$ cat src/rtl/decode_pkg.sv
// decode_pkg: opcodes, ALU/operand/next-pc encodings and the decoded control bundle
package decode_pkg;

  localparam int ALU_W = 5;

  localparam logic [6:0] OP_LUI    = 7'b0110111;
  localparam logic [6:0] OP_AUIPC  = 7'b0010111;
  localparam logic [6:0] OP_JAL    = 7'b1101111;
  localparam logic [6:0] OP_JALR   = 7'b1100111;
  localparam logic [6:0] OP_BRANCH = 7'b1100011;
  localparam logic [6:0] OP_LOAD   = 7'b0000011;
  localparam logic [6:0] OP_STORE  = 7'b0100011;
  localparam logic [6:0] OP_IMM    = 7'b0010011;
  localparam logic [6:0] OP_REG    = 7'b0110011;
  localparam logic [6:0] OP_FENCE  = 7'b0001111;

  localparam logic [ALU_W-1:0] ALU_ADD    = 5'd0;
  localparam logic [ALU_W-1:0] ALU_SUB    = 5'd1;
  localparam logic [ALU_W-1:0] ALU_SLL    = 5'd2;
  localparam logic [ALU_W-1:0] ALU_SLT    = 5'd3;
  localparam logic [ALU_W-1:0] ALU_SLTU   = 5'd4;
  localparam logic [ALU_W-1:0] ALU_XOR    = 5'd5;
  localparam logic [ALU_W-1:0] ALU_SRL    = 5'd6;
  localparam logic [ALU_W-1:0] ALU_SRA    = 5'd7;
  localparam logic [ALU_W-1:0] ALU_OR     = 5'd8;
  localparam logic [ALU_W-1:0] ALU_AND    = 5'd9;
  localparam logic [ALU_W-1:0] ALU_PASS_B = 5'd10;
  // M ops are contiguous so funct3 can be added to ALU_MUL
  localparam logic [ALU_W-1:0] ALU_MUL    = 5'd11;
  localparam logic [ALU_W-1:0] ALU_MULH   = 5'd12;
  localparam logic [ALU_W-1:0] ALU_MULHSU = 5'd13;
  localparam logic [ALU_W-1:0] ALU_MULHU  = 5'd14;
  localparam logic [ALU_W-1:0] ALU_DIV    = 5'd15;
  localparam logic [ALU_W-1:0] ALU_DIVU   = 5'd16;
  localparam logic [ALU_W-1:0] ALU_REM    = 5'd17;
  localparam logic [ALU_W-1:0] ALU_REMU   = 5'd18;

  localparam logic [1:0] SRC2_RS2  = 2'b00;
  localparam logic [1:0] SRC2_IMM  = 2'b01;
  localparam logic [1:0] SRC2_FOUR = 2'b11;

  localparam logic [1:0] NEXTPC_SEQ    = 2'b00;
  localparam logic [1:0] NEXTPC_PCIMM  = 2'b01;
  localparam logic [1:0] NEXTPC_RS1IMM = 2'b11;

  typedef struct packed {
    logic [4:0]       rs1_id;
    logic [4:0]       rs2_id;
    logic [4:0]       rd_id;
    logic [2:0]       mem_width;
    logic [ALU_W-1:0] alu_op;
    logic             mem_to_reg;
    logic             mem_write;
    logic             reg_write;
    logic             alu_src1;
    logic [1:0]       alu_src2;
    logic             branch;
    logic             inv_branch;
    logic [1:0]       next_pc;
    logic             illegal;
  } decode_ctrl_t;

  // Base integer op selected by funct3; alt picks SUB/SRA
  function automatic logic [ALU_W-1:0] alu_from_f3(input logic [2:0] f3, input logic alt);
    case (f3)
      3'b000:  return alt ? ALU_SUB : ALU_ADD;
      3'b001:  return ALU_SLL;
      3'b010:  return ALU_SLT;
      3'b011:  return ALU_SLTU;
      3'b100:  return ALU_XOR;
      3'b101:  return alt ? ALU_SRA : ALU_SRL;
      3'b110:  return ALU_OR;
      default: return ALU_AND;
    endcase
  endfunction

endpackage

$ cat src/rtl/decode_core.sv
// decode_core: combinational instruction word -> control bundle and immediate
module decode_core
  import decode_pkg::*;
#(
  parameter int XLEN      = 32,
  parameter int SUPPORT_M = 0
) (
  input  logic [31:0]     instr,
  output decode_ctrl_t    ctrl,
  output logic [XLEN-1:0] imm
);

  localparam int SHW = (XLEN == 64) ? 6 : 5;

  logic [6:0] opcode, f7, sh_f;
  logic [2:0] f3;
  logic [XLEN-1:0] imm_i, imm_s, imm_b, imm_u, imm_j, imm_sh;
  logic ill, r_ok, m_op;

  assign opcode = instr[6:0];
  assign f3     = instr[14:12];
  assign f7     = instr[31:25];
  // RV64 shifts use a 6-bit shamt, so only funct6 is checked there
  assign sh_f   = (XLEN == 64) ? {instr[31:26], 1'b0} : instr[31:25];
  assign m_op   = (SUPPORT_M != 0) && f7 == 7'b0000001;
  assign r_ok   = f7 == 7'b0 || (f7 == 7'b0100000 && (f3 == 3'b000 || f3 == 3'b101)) || m_op;

  assign imm_i  = XLEN'($signed(instr[31:20]));
  assign imm_s  = XLEN'($signed({instr[31:25], instr[11:7]}));
  assign imm_b  = XLEN'($signed({instr[31], instr[7], instr[30:25], instr[11:8], 1'b0}));
  assign imm_u  = XLEN'($signed({instr[31:12], 12'b0}));
  assign imm_j  = XLEN'($signed({instr[31], instr[19:12], instr[20], instr[30:21], 1'b0}));
  assign imm_sh = XLEN'(instr[20 +: SHW]);

  // Full decode; every opcode not listed is illegal and illegal entries carry no side effects
  always_comb begin
    ctrl        = '0;
    ctrl.rs1_id = instr[19:15];
    ctrl.rs2_id = instr[24:20];
    ctrl.rd_id  = instr[11:7];
    imm         = '0;
    ill         = 1'b0;
    case (opcode)
      OP_LUI: begin
        ctrl.alu_op    = ALU_PASS_B;
        ctrl.alu_src2  = SRC2_IMM;
        ctrl.reg_write = 1'b1;
        imm            = imm_u;
      end
      OP_AUIPC: begin
        ctrl.alu_src1  = 1'b1;
        ctrl.alu_src2  = SRC2_IMM;
        ctrl.reg_write = 1'b1;
        imm            = imm_u;
      end
      OP_JAL, OP_JALR: begin
        ctrl.alu_src1  = 1'b1;
        ctrl.alu_src2  = SRC2_FOUR;
        ctrl.reg_write = 1'b1;
        ctrl.branch    = 1'b1;
        ctrl.next_pc   = (opcode == OP_JAL) ? NEXTPC_PCIMM : NEXTPC_RS1IMM;
        imm            = (opcode == OP_JAL) ? imm_j : imm_i;
        ill            = (opcode == OP_JALR) && f3 != 3'b000;
      end
      OP_BRANCH: begin
        // execute takes the branch when (alu result != 0) ^ inv_branch
        ctrl.alu_op     = f3[2] ? (f3[1] ? ALU_SLTU : ALU_SLT) : ALU_SUB;
        ctrl.inv_branch = f3[2] ? f3[0] : !f3[0];
        ctrl.branch     = 1'b1;
        ctrl.next_pc    = NEXTPC_PCIMM;
        imm             = imm_b;
        ill             = f3[2:1] == 2'b01;
      end
      OP_LOAD: begin
        ctrl.alu_src2   = SRC2_IMM;
        ctrl.mem_to_reg = 1'b1;
        ctrl.reg_write  = 1'b1;
        ctrl.mem_width  = f3;
        imm             = imm_i;
        ill             = f3 == 3'b111 || (XLEN == 32 && (f3 == 3'b011 || f3 == 3'b110));
      end
      OP_STORE: begin
        ctrl.alu_src2  = SRC2_IMM;
        ctrl.mem_write = 1'b1;
        ctrl.mem_width = f3;
        imm            = imm_s;
        ill            = f3[2] || (XLEN == 32 && f3 == 3'b011);
      end
      OP_IMM: begin
        ctrl.alu_op    = alu_from_f3(f3, f3 == 3'b101 && instr[30]);
        ctrl.alu_src2  = SRC2_IMM;
        ctrl.reg_write = 1'b1;
        imm            = (f3 == 3'b001 || f3 == 3'b101) ? imm_sh : imm_i;
        ill            = f3 == 3'b001 ? sh_f != 7'b0 :
                         f3 == 3'b101 ? !(sh_f == 7'b0 || sh_f == 7'b0100000) : 1'b0;
      end
      OP_REG: begin
        ctrl.alu_op    = m_op ? ALU_W'(ALU_MUL + ALU_W'(f3)) : alu_from_f3(f3, instr[30]);
        ctrl.reg_write = 1'b1;
        ill            = !r_ok;
      end
      OP_FENCE: ill = 1'b0;
      default:  ill = 1'b1;
    endcase
    ctrl.illegal = ill;
    if (ill) begin
      ctrl.reg_write = 1'b0;
      ctrl.mem_write = 1'b0;
      ctrl.branch    = 1'b0;
    end
  end

endmodule

$ cat src/rtl/decode_stage.sv
// decode_stage: registered decode with valid/ready handshake and a 2-entry skid buffer
module decode_stage
  import decode_pkg::*;
#(
  parameter int XLEN      = 32,
  parameter int SUPPORT_M = 0,
  parameter int ALU_OP_W  = 5
) (
  input  logic                clk,
  input  logic                rst_n,
  input  logic                flush,
  input  logic                in_valid,
  output logic                in_ready,
  input  logic [31:0]         in_instr,
  input  logic [XLEN-1:0]     in_pc,
  output logic                out_valid,
  input  logic                out_ready,
  output logic [XLEN-1:0]     out_pc,
  output logic [4:0]          rs1_id,
  output logic [4:0]          rs2_id,
  output logic [4:0]          rd_id,
  output logic [XLEN-1:0]     imm,
  output logic [2:0]          mem_width,
  output logic [ALU_OP_W-1:0] alu_op,
  output logic                mem_to_reg,
  output logic                mem_write,
  output logic                reg_write,
  output logic                alu_src1,
  output logic [1:0]          alu_src2,
  output logic                branch,
  output logic                inv_branch,
  output logic [1:0]          next_pc,
  output logic                illegal
);

  typedef enum logic [1:0] {S_EMPTY, S_ONE, S_TWO} state_t;

  state_t state;
  decode_ctrl_t dec_ctrl, out_ctrl, sk_ctrl;
  logic [XLEN-1:0] dec_imm, out_imm, sk_imm, out_pc_q, sk_pc;
  logic take_in, take_out;

  decode_core #(.XLEN(XLEN), .SUPPORT_M(SUPPORT_M)) u_core (
    .instr(in_instr),
    .ctrl (dec_ctrl),
    .imm  (dec_imm)
  );

  assign in_ready  = state != S_TWO;
  assign out_valid = state != S_EMPTY;
  assign take_in   = in_valid && in_ready && !flush;
  assign take_out  = out_valid && out_ready;

  // Occupancy FSM plus output/skid registers; new data goes to the output register
  // whenever it is (or is about to become) free, otherwise into the skid slot
  always_ff @(posedge clk or negedge rst_n) begin
    if (!rst_n) begin
      state    <= S_EMPTY;
      out_ctrl <= '0;
      out_imm  <= '0;
      out_pc_q <= '0;
      sk_ctrl  <= '0;
      sk_imm   <= '0;
      sk_pc    <= '0;
    end else if (flush) begin
      state <= S_EMPTY;
    end else begin
      if (take_in && (state == S_EMPTY || take_out)) begin
        out_ctrl <= dec_ctrl;
        out_imm  <= dec_imm;
        out_pc_q <= in_pc;
      end else if (take_in) begin
        sk_ctrl <= dec_ctrl;
        sk_imm  <= dec_imm;
        sk_pc   <= in_pc;
      end else if (take_out && state == S_TWO) begin
        out_ctrl <= sk_ctrl;
        out_imm  <= sk_imm;
        out_pc_q <= sk_pc;
      end
      if (take_in && !take_out)
        state <= (state == S_EMPTY) ? S_ONE : S_TWO;
      else if (!take_in && take_out)
        state <= (state == S_TWO) ? S_ONE : S_EMPTY;
    end
  end

  assign out_pc     = out_pc_q;
  assign imm        = out_imm;
  assign rs1_id     = out_ctrl.rs1_id;
  assign rs2_id     = out_ctrl.rs2_id;
  assign rd_id      = out_ctrl.rd_id;
  assign mem_width  = out_ctrl.mem_width;
  assign alu_op     = ALU_OP_W'(out_ctrl.alu_op);
  assign mem_to_reg = out_ctrl.mem_to_reg;
  assign mem_write  = out_ctrl.mem_write;
  assign reg_write  = out_ctrl.reg_write;
  assign alu_src1   = out_ctrl.alu_src1;
  assign alu_src2   = out_ctrl.alu_src2;
  assign branch     = out_ctrl.branch;
  assign inv_branch = out_ctrl.inv_branch;
  assign next_pc    = out_ctrl.next_pc;
  assign illegal    = out_ctrl.illegal;

endmodule

$ cat config.mk
export PLATFORM = sky130hd
export DESIGN_NAME = decode_stage
export DESIGN_NICKNAME = d
export VERILOG_FILES = /design/src/rtl/decode_pkg.sv /design/src/rtl/decode_core.sv /design/src/rtl/decode_stage.sv
export SDC_FILE = /design/constraint.sdc
export NUM_CORES = 1
export LEC_CHECK = 0
export ABC_CLOCK_PERIOD_IN_PS = 1550
export CORE_UTILIZATION = 30
export CTS_CLUSTER_DIAMETER = 100
export CTS_CLUSTER_SIZE = 25
export DETAILED_ROUTE_END_ITERATION = 8
export DONT_BUFFER_PORTS = 1
export PLACE_DENSITY = 0.52
export SLEW_MARGIN = 20
export SYNTH_ARGS = -nofsm -noshare
export SYNTH_HDL_FRONTEND = slang
export SYNTH_HIERARCHICAL = 1
export SYNTH_SLANG_ARGS = --single-unit
$ cat constraint.sdc
create_clock -name clk -period 1.55 [get_ports clk]
set_input_delay 0.155 -clock clk [delete_from_list [all_inputs] [get_ports clk]]
set_output_delay 0.155 -clock clk [all_outputs]
set_load 0.02 [all_outputs]
==> summary.md <==
| Metric | Value |
|---|---|
| Status | `complete, but fails checks` |
| Failing checks | `design-rule violations, negative hold slack, negative setup slack` |
| RSZ-0062 raised after global routing | `true` |
| DR vias/cell | `4.96` |
| Fill count | `2,991` |
| Cell internal pwr | `9690 uW` |
| Core area | `30,800 sq um` |
| LEAKAGE | `0.00520 uW` |
| FFs w/ async S/R, synth | `100%` |
| Max-slew headroom | `38.1%` |
| Initial antenna violation count | `3` |
| Overflow after GRT | `0` |
| Layout cells sized above 1 | `26.4%` |
| Seq pwr share | `53.0%` |
| Tmin final | `1.62 ns` |
| Setup Skew | `0.0152 ns` |
| Most common cell after layout, fill and taps aside | `dfrtp_1` |
| Vias | `6,464` |
| Net Count, Synth | `883` |
| Delay-heaviest family, CP | `buffers and inverters` |
| Die Ht | `180 microns` |
| RD Place Congestion | `0.795` |
| Die area | `32,300 sq um` |
| Reg2Reg Depth | `5` |
| Initial Util | `30.8%` |
| Sequential cell area fraction in the yosys report | `52.3%` |
| Worst-Margin Slew | `0.928 ns` |
| Comb power frac | `15.7%` |
| Max cap viols | `0` |
| Vias in the first global route | `6,735` |
| Fin cells | `1,304` |
| Chip Width | `180 microns` |
| # nets final | `962` |
| Crit-path cells | `buf_6 > nor3b_4 > buf_12 > buf_12 > mux2_2` |
| Ports | `169` |
| CP arrival | `1.94 ns` |
| Clock transition at path regs | `0.08 ns` |
| Rows | `64` |
| Number of routed nets with antenna violations | `0` |
| TritonCTS clock tree | `built` |
| Setup ws final | `-0.0746 ns` |
| Max Slew Vio Count | `0` |
| Cts hold-fix bufs | `60` |
| First-pass GRT wire length | `40.4 mm` |
| Post-Synthesis Cells | `814` |
| Clk_lat worst skew | `0.45 ns` |
| Cell Area, Synth | `9480 sq um` |
| HP Class | `input port to asynchronous set/reset pin` |
| Routed WL per cell | `19.9 microns` |
| Bufs on Longest Clock Path | `2` |
| Sw Pwr | `4980 uW` |
| Total wire length | `26.0 mm` |
| Number of remaining DRC errors | `36` |
| 1st-iter DRT viols | `287` |
| Reg2reg start | `state[0]$_DFFE_PN0P_` |
| Max IR drop VDD | `0.745 mV` |
| CTS sink cnt | `198` |
| CP bufs+invs | `3` |
| Achievable frequency | `616 MHz` |
| CP max stage delay | `0.42 ns` |
| P per Cell Area | `1250 nW/um^2` |
| Required @ worst endpoint | `1.87 ns` |
| Ys Warns | `6` |
| Syn_area_per_cell | `11.6 sq um` |
| Endpoints failing hold | `199` |
| Clock share of power | `31.3%` |
| Number of H-tree levels | `4` |
| Main synth FF type | `dfrtp_1` |
| CTS Buf Count | `17` |
| R2R Path End | `sk_pc[6]$_DFFE_PN0P_` |
| Largest register FFs | `34` |
| Area Overhead vs Synth | `24.2%` |
| DP Cell Count | `1,195` |
| Fin crit share | `105%` |
| Largest net degree at the start of global routing | `199` |
| CP endpoint kind | `register` |
| GRT Total Usage | `16.1%` |
| Placed cell area | `10,200 sq um` |
| Root buffer cell | `clkbuf_16` |
| Setup-failing EPs final | `92` |
| I/O Buffers | `0` |
| Post-synth EDFFs | `0` |
| Unique masters post-synth | `58` |
| Most flops, register | `sk_ctrl` |
| Hpwl dp | `16.3 mm` |
| Min Hold Slack | `-0.595 ns` |
| #FFs+latches synth | `198` |
| R2r setup slk | `-0.07 ns` |
| Most frequent cells in the layout | `dfrtp_1, inv_1, mux2i_1, o22ai_1, mux2_2` |
| Crit path max fanout | `17` |
| Switching Fraction | `33.9%` |
| Length of the first detailed-routing pass in iterations | `6` |
| Fin area | `11,800 sq um` |
| Worst setup SP type | `register` |
| Slowest CP cell | `dfrtp_2` |
| Critical Path Most Common Cell | `buf_12` |
| Critical path type | `register to register` |
## layer usage
layer / GRT usage (%) / share of wire [%]
met1: 21.9 / 46
met2: 24.3 / 45
met3: 5.39 / 7.3
met4: 4.24 / 1.3
met5: 0 / 0.050
## power by group through the flow
stage | sequential [uW] | clock [uW] | combinational, uW
global placement | 7870 | 0 | 1930
global route | 7930 | 4920 | 2550
floorplan | 7590 | 0 | 1640
CTS | 7800 | 4750 | 2230
finish | 7780 | 4590 | 2300
detailed placement | 7890 | 0 | 1970
## layout make-up
cell class | instances | area (sq um) | area share [%]
Sequential cell | 198 | 4960 | 42.1
Multi-Input combinational cell | 438 | 3820 | 32.5
Timing Repair Buffer | 134 | 1500 | 12.7
Tap cell | 396 | 495 | 4.21
Clock buffer | 17 | 425 | 3.61
Inverter | 104 | 390 | 3.32
Clock inverter | 15 | 178 | 1.51
Antenna cell | 2 | 5.00 | 0.0425
## synthesized netlist by cell type, types with 5 or more instances
master,n,area [sq um]
dfrtp_1,198,4950
inv_1,103,387
mux2i_1,101,1010
o22ai_1,98,613
mux2_2,94,1060
buf_4,37,278
buf_2,22,110
nand2_1,20,75.1
nor2_1,13,48.8
o21ai_1,13,65.1
clkbuf_1,8,30.0
o2bb2ai_1,8,70.1
buf_6,7,78.8
nor2b_1,7,43.8
o21ai_0,7,35.0
a21oi_1,5,25.0
a22o_1,5,43.8
## through the flow
step | setup TNS [ns] | worst slack (ns) | total power, uW | util, % | hold slack (ns)
final | -3.73 | -0.0746 | 14700 | 38.2 | -0.595
after global placement | -17.03 | -0.400 | 9800 | 33.1 | -0.136
after floorplan | -0.0348 | -0.0181 | 9220 | - | -0.141
after detailed placement | -16.80 | -0.373 | 9860 | 33.1 | -0.137
after global routing | -16.07 | -0.133 | 15400 | 38.2 | -0.623
after CTS | -5.46 | -0.0735 | 14800 | 37.7 | -0.619
## cells by family (layout without fill, tap and decap cells)
logic type	count (synthesis)	in the layout	share of synthesized area (%)
AOI/OAI and AO/OA	159	159	11.2
DFF	198	198	52.3
muxes	199	199	22.3
other	1	3	0.0396
and+or+nand+nor	78	78	4.76
buffers and inverters	178	270	9.36
xor gates and xnor gates	1	1	0.0924
## what timing repair did
| item | 4_1_cts | 5_1_grt |
|---|---|---|
| buffers inserted | 10 | 2 |
| cloned | 2 | 3 |
| endpoints found under the hold margin | 315 | 198 |
| pin swaps | 1 | 2 |
| endpoints found under the setup margin | 175 | 196 |
| resized for setup | 24 | 16 |
## how the worst max path moves through the flow
stage	cells after the start	endpoint	from
global placement	5	sk_imm[28]$_DFFE_PN0P_	in_instr[3]
finish	5	sk_pc[6]$_DFFE_PN0P_	state[0]$_DFFE_PN0P_
detailed placement	5	sk_imm[28]$_DFFE_PN0P_	in_instr[3]
CTS	5	sk_imm[26]$_DFFE_PN0P_	state[0]$_DFFE_PN0P_
floorplan	8	imm[11]$_DFFE_PN0P_	in_instr[2]
global route	5	sk_ctrl[0]$_DFFE_PN0P_	state[0]$_DFFE_PN0P_
No activity file was read; power rests on OpenSTA's default activity.
